<file path="src/rtl/key_pulse_conditioner.sv">
// ----------------------------------------------------------------------------
// key_pulse_conditioner
//
// Input stage for the tug-of-war playfield. Conditions the two raw board
// pushbuttons into clean one-clock step pulses for the light cells.
// Each button goes through a 2-flop synchronizer and a debounce FSM, and
// gives one pulse per physical press. Holding a button therefore advances
// the game by exactly one step.
//
// Ports:
//   clk      system clock
//   reset    synchronous, active-high reset
//   key_l_n  raw left button (KEY[3]), active-low, asynchronous
//   key_r_n  raw right button (KEY[0]), active-low, asynchronous
//   freeze   suppresses pulses (game over). The debounce FSMs keep tracking.
//   L        one-cycle pulse per accepted left press
//   R        one-cycle pulse per accepted right press
//   l_held   debounced left level (1 = pressed)
//   r_held   debounced right level (1 = pressed)
// ----------------------------------------------------------------------------

// One debounce channel: synchronizer, debounce FSM, and registered outputs.
//
// Ports:
//   clk, reset  as in the top level
//   key_n       raw active-low button
//   freeze      drop the press pulse when high
//   pulse       one-cycle pulse per accepted press
//   held        debounced level (1 = pressed)
module key_pulse_channel #(
    parameter int DEBOUNCE_CYCLES = 4
) (
    input  logic clk,
    input  logic reset,
    input  logic key_n,
    input  logic freeze,
    output logic pulse,
    output logic held
);

    localparam int CW = $clog2(DEBOUNCE_CYCLES + 1);
    localparam logic [CW-1:0] CNT_MAX = CW'(DEBOUNCE_CYCLES);
    localparam logic [CW-1:0] CNT_ONE = CW'(1);

    typedef enum logic [1:0] {
        IDLE,
        PRESS_WAIT,
        HELD,
        RELEASE_WAIT
    } state_t;

    state_t        state;
    logic [CW-1:0] cnt;
    logic          sync1;
    logic          sync2;
    logic          pressed;

    // Only the second synchronizer flop is safe to look at.
    assign pressed = ~sync2;

    // NOTE: every register here uses non-blocking assignments, so all of them
    // see the values from before the edge. sync2 gets the old sync1, and the
    // FSM sees the old sync2.
    always_ff @(posedge clk) begin
        if (reset) begin
            sync1 <= 1'b1;
            sync2 <= 1'b1;
            state <= IDLE;
            cnt   <= '0;
            pulse <= 1'b0;
            held  <= 1'b0;
        end else begin
            sync1 <= key_n;
            sync2 <= sync1;
            pulse <= 1'b0;

            case (state)
                IDLE: begin
                    if (pressed) begin
                        state <= PRESS_WAIT;
                        cnt   <= CNT_ONE;
                    end
                end

                PRESS_WAIT: begin
                    if (!pressed) begin
                        state <= IDLE;
                        cnt   <= '0;
                    end else if (cnt == CNT_MAX) begin
                        // The press is accepted even under freeze. Only the
                        // pulse is dropped, so it can never be emitted later.
                        state <= HELD;
                        cnt   <= '0;
                        held  <= 1'b1;
                        pulse <= ~freeze;
                    end else begin
                        cnt <= cnt + CNT_ONE;
                    end
                end

                HELD: begin
                    if (!pressed) begin
                        state <= RELEASE_WAIT;
                        cnt   <= CNT_ONE;
                    end
                end

                RELEASE_WAIT: begin
                    // A bounce back to pressed returns to HELD without a new
                    // pulse.
                    if (pressed) begin
                        state <= HELD;
                        cnt   <= '0;
                    end else if (cnt == CNT_MAX) begin
                        state <= IDLE;
                        cnt   <= '0;
                        held  <= 1'b0;
                    end else begin
                        cnt <= cnt + CNT_ONE;
                    end
                end

                default: begin
                    state <= IDLE;
                    cnt   <= '0;
                    held  <= 1'b0;
                end
            endcase
        end
    end

endmodule

module key_pulse_conditioner #(
    parameter int DEBOUNCE_CYCLES = 4
) (
    input  logic clk,
    input  logic reset,
    input  logic key_l_n,
    input  logic key_r_n,
    input  logic freeze,
    output logic L,
    output logic R,
    output logic l_held,
    output logic r_held
);

    // The two channels are fully independent. There is no arbitration,
    // because the light cells resolve a simultaneous L and R themselves.
    key_pulse_channel #(
        .DEBOUNCE_CYCLES(DEBOUNCE_CYCLES)
    ) u_left (
        .clk    (clk),
        .reset  (reset),
        .key_n  (key_l_n),
        .freeze (freeze),
        .pulse  (L),
        .held   (l_held)
    );

    key_pulse_channel #(
        .DEBOUNCE_CYCLES(DEBOUNCE_CYCLES)
    ) u_right (
        .clk    (clk),
        .reset  (reset),
        .key_n  (key_r_n),
        .freeze (freeze),
        .pulse  (R),
        .held   (r_held)
    );

endmodule
</file>
<file path="config.mk">
export PLATFORM = sky130hd
export DESIGN_NAME = key_pulse_conditioner
export DESIGN_NICKNAME = d
export VERILOG_FILES = /design/src/rtl/key_pulse_conditioner.sv
export SDC_FILE = /design/constraint.sdc
export NUM_CORES = 1
export LEC_CHECK = 0
export BUFFER_PORTS_ARGS = -buffer_cell sky130_fd_sc_hd__buf_4
export CAP_MARGIN = 20
export CELL_PAD_IN_SITES_DETAIL_PLACEMENT = 1
export CELL_PAD_IN_SITES_GLOBAL_PLACEMENT = 2
export CORE_MARGIN = 3
export CORE_UTILIZATION = 30
export DETAILED_ROUTE_END_ITERATION = 10
export PLACE_DENSITY = 0.72
export RECOVER_POWER = 50
export SYNTH_ARGS = -nofsm -noshare
export SYNTH_HDL_FRONTEND = slang
export SYNTH_HIERARCHICAL = 1
export SYNTH_SLANG_ARGS = --single-unit
</file>
<file path="constraint.sdc">
create_clock -name clk -period 1.1 [get_ports clk]
set_input_delay 0.055 -clock clk [delete_from_list [all_inputs] [get_ports clk]]
set_output_delay 0.055 -clock clk [all_outputs]
set_load 0.02 [all_outputs]
</file>
==> results.cfg <==
[detailed_routing]
avgViaCountPerCell = 4.94
totalWireLength_mm = 1.93
drt-met1-wl_um = 857
post-route-drc-count = 0
dr.pass1.iters = 3
wl_per_cell_um = 14.7
drtIter0Drc = 7
ant_nets = 0
met3_wirelength_um = 51
wl_met2_um = 999
num_vias = 647
routed.top_layer = met4

[floorplan]
die_w_um = 56.5
dieHeight_um = 56.5
rows = 17
io_pins = 9
start_util = 0.330
die_area_um2 = 3190
core_area_um2 = 2320

[clocking]
clock_latency_ns = 0.28
htree_levels = 1
cts.reportedPaths.clkPinSlew_ns = 0.11
cts_buffer_depth = 2
cts_tree = built
cts.sinks = 18
cts_buffers = 3
cts-root-buf = clkbuf_4

[setup_path]
max_stage_delay_ns = 0.34
critical-path-slowest-cell = dfxtp_2
rr_worst_depth = 5
timing.critical_path.to = u_left/held
critPathCaptureType = register
start_kind = register
timing.rr.start = u_left/cnt[0]
cp.arrival_ns = 1.33
path_delay_family = simple AND/OR/NAND/NOR gates
reg2reg_slack_ns = -0.04
worst-path-stages = 5
path_class = reg2reg
critPathRequiredTime_ns = 1.29
crit_fanout = 5
path_cells = inv_2 > ha_4 > and3_4 > and2_4 > o32ai_2
crit_buf_inv = 1
setup.worst_path.start = u_left/cnt[0]
rr_endpoint = u_left/held

[timing]
slew_headroom = 0.791
hold_viol = 0
rsz0062_at_grt = yes
final-setup-viol-count = 8
slew_violations = 0
timing.final.ws_setup_ns = -0.0445
final.period_utilization = 1.04
max_freq_mhz = 874
tightest_slew_ns = 0.313
clock_skew_ns = 0.000755
period_minus_slack_ns = 1.14

[cells_and_area]
drive_above_1_share = 0.592
diodes = 0
nets = 114
design_area_um2 = 1140
area_growth_pct = 49.0

[synthesis]
synth_seq_cells = 18
ys_types = 23
synth_top_cell_area_share = 0.471
synth_nets = 89
yosysTopAreaCell = dfxtp_1
syn_inst = 80
synth_area_um2 = 766
yosys_warnings = 6
synthTopCellsByArea = dfxtp_1, ha_1, nor3_1
postSynthAreaPerCell_um2 = 9.57
synth.yosys.seq_area_share = 0.471

[place]
dpl.hpwl_mm = 1.15
port_buffers = 8
gp_congestion = 0.677
place_ws_ns = -0.0814
placed_area_um2 = 928

[global_route]
globalRouteOverflowTotal = 0
grt_pass1_wl_mm = 3.33
track_usage = 0.135
grt_pass1_vias = 697
grt_max_degree = 21
antenna_found_initial = 0

[pwr]
leakage_nw = 0.464
irDropWorstVdd_mv = 0.928
p_per_area_nw_per_um2 = 1050

[status]
violations = negative setup slack
outcome = complete, but fails checks

[worst_hold_path]
hold_path_class = in2reg

[job]
cap_violations = 0
[routing by layer]
metal  GRT usage  vias up
met3      0.0276        2
met2       0.231        9
li1            -      321
met4      0.0508        0
met5           0        -
met1       0.163      315
[cell usage after synthesis, drive strengths merged]
cell / instances
clkbuf: 2
nand2: 2
dfxtp: 18
o32ai: 2
mux2: 2
nor3b: 2
and3: 4
or2: 4
nand2b: 2
xnor2: 2
a21oi: 6
xor2: 2
nand4: 2
nand3b: 2
nor2: 2
o211ai: 2
nor3: 8
nor2b: 2
inv: 6
ha: 4
or3: 2
and2: 2
[area by class of cell]
class | count | area, µm²
inverter | 6 | 25.0
sequential | 18 | 370
fill | 272 | 1180
timing repair buffer | 22 | 185
clock buffer | 3 | 22.5
tap | 28 | 35.0
multi-input combinational | 54 | 503
[layout by cell type, fill, tap and decap left out, types with 3 or more instances in the layout]
| cell type | instances |
|---|---|
| dfxtp_2 | 5 |
| buf_6 | 4 |
| clkbuf_4 | 5 |
| ha_4 | 3 |
| nor3_1 | 3 |
| a21oi_2 | 4 |
| or2_2 | 4 |
| buf_4 | 14 |
| dfxtp_1 | 12 |
| inv_2 | 3 |
| nor3_2 | 5 |
[worst register-to-register path, stage by stage (launching register included)]
cell,delay (ns)
dfxtp_2,0.34
inv_2,0.09
ha_4,0.16
and3_4,0.22
and2_4,0.16
o32ai_2,0.07
[cells by family (layout without fill, tap and decap cells)]
kind of cell	after synthesis	in the layout	share of synthesized area
AOI/OAI and AO/OA	10	10	0.0915
and+or+nand+nor	34	34	0.258
buffers and inverters	8	31	0.0392
muxes	2	2	0.0294
DFF	18	18	0.471
xor gates and xnor gates	4	4	0.0458
adders and majority gates	4	4	0.0654
[where the power goes]
group | switching, mW | internal [mW] | total [mW]
sequential | 0.0220 | 0.675 | 0.697
clock | 0.204 | 0.127 | 0.331
combinational | 0.0787 | 0.0945 | 0.173
total | 0.305 | 0.897 | 1.20
[how the worst min path moves through the flow]
| stage | to | slack (ns) | startpoint | depth (start not counted) |
|---|---|---|---|---|
| 2_1_floorplan | u_left/sync1 | 0.16 | key_l_n | 1 |
| 3_3_place_gp | u_right/sync1 | 0.24 | key_r_n | 2 |
| 3_5_place_dp | u_right/sync1 | 0.24 | key_r_n | 2 |
| 4_1_cts | u_right/cnt[1] | 0.07 | reset | 2 |
| 5_1_grt | u_left/cnt[1] | 0.09 | reset | 2 |
| 6_report | u_left/cnt[1] | 0.09 | reset | 2 |
[timing repair]
| item | CTS | global route |
|---|---|---|
| gates resized for setup | 19 | 18 |
| pin swaps | 9 | 11 |
| cloned | 0 | 0 |
| buffers inserted | 3 | 3 |
| endpoints found under the setup margin | 10 | 12 |
| hold endpoints to repair | 2 | 0 |
| hold buffers | 2 | 0 |
[per-stage QoR]
stage / instances / total power [mW] / setup TNS (ns) / util / hold WS (ns)
after floorplan: 80 / 0.778 / 0 / - / 0.159
after global placement: 122 / 0.831 / -0.200 / 0.400 / 0.241
after detailed placement: 122 / 0.834 / -0.457 / 0.400 / 0.243
after CTS: 130 / 1.20 / -0.315 / 0.457 / 0.0722
after global routing: 131 / 1.28 / -0.864 / 0.492 / 0.0929
final: 131 / 1.20 / -0.200 / 0.492 / 0.0862
Note: power is estimated with default switching activity, not from simulation.
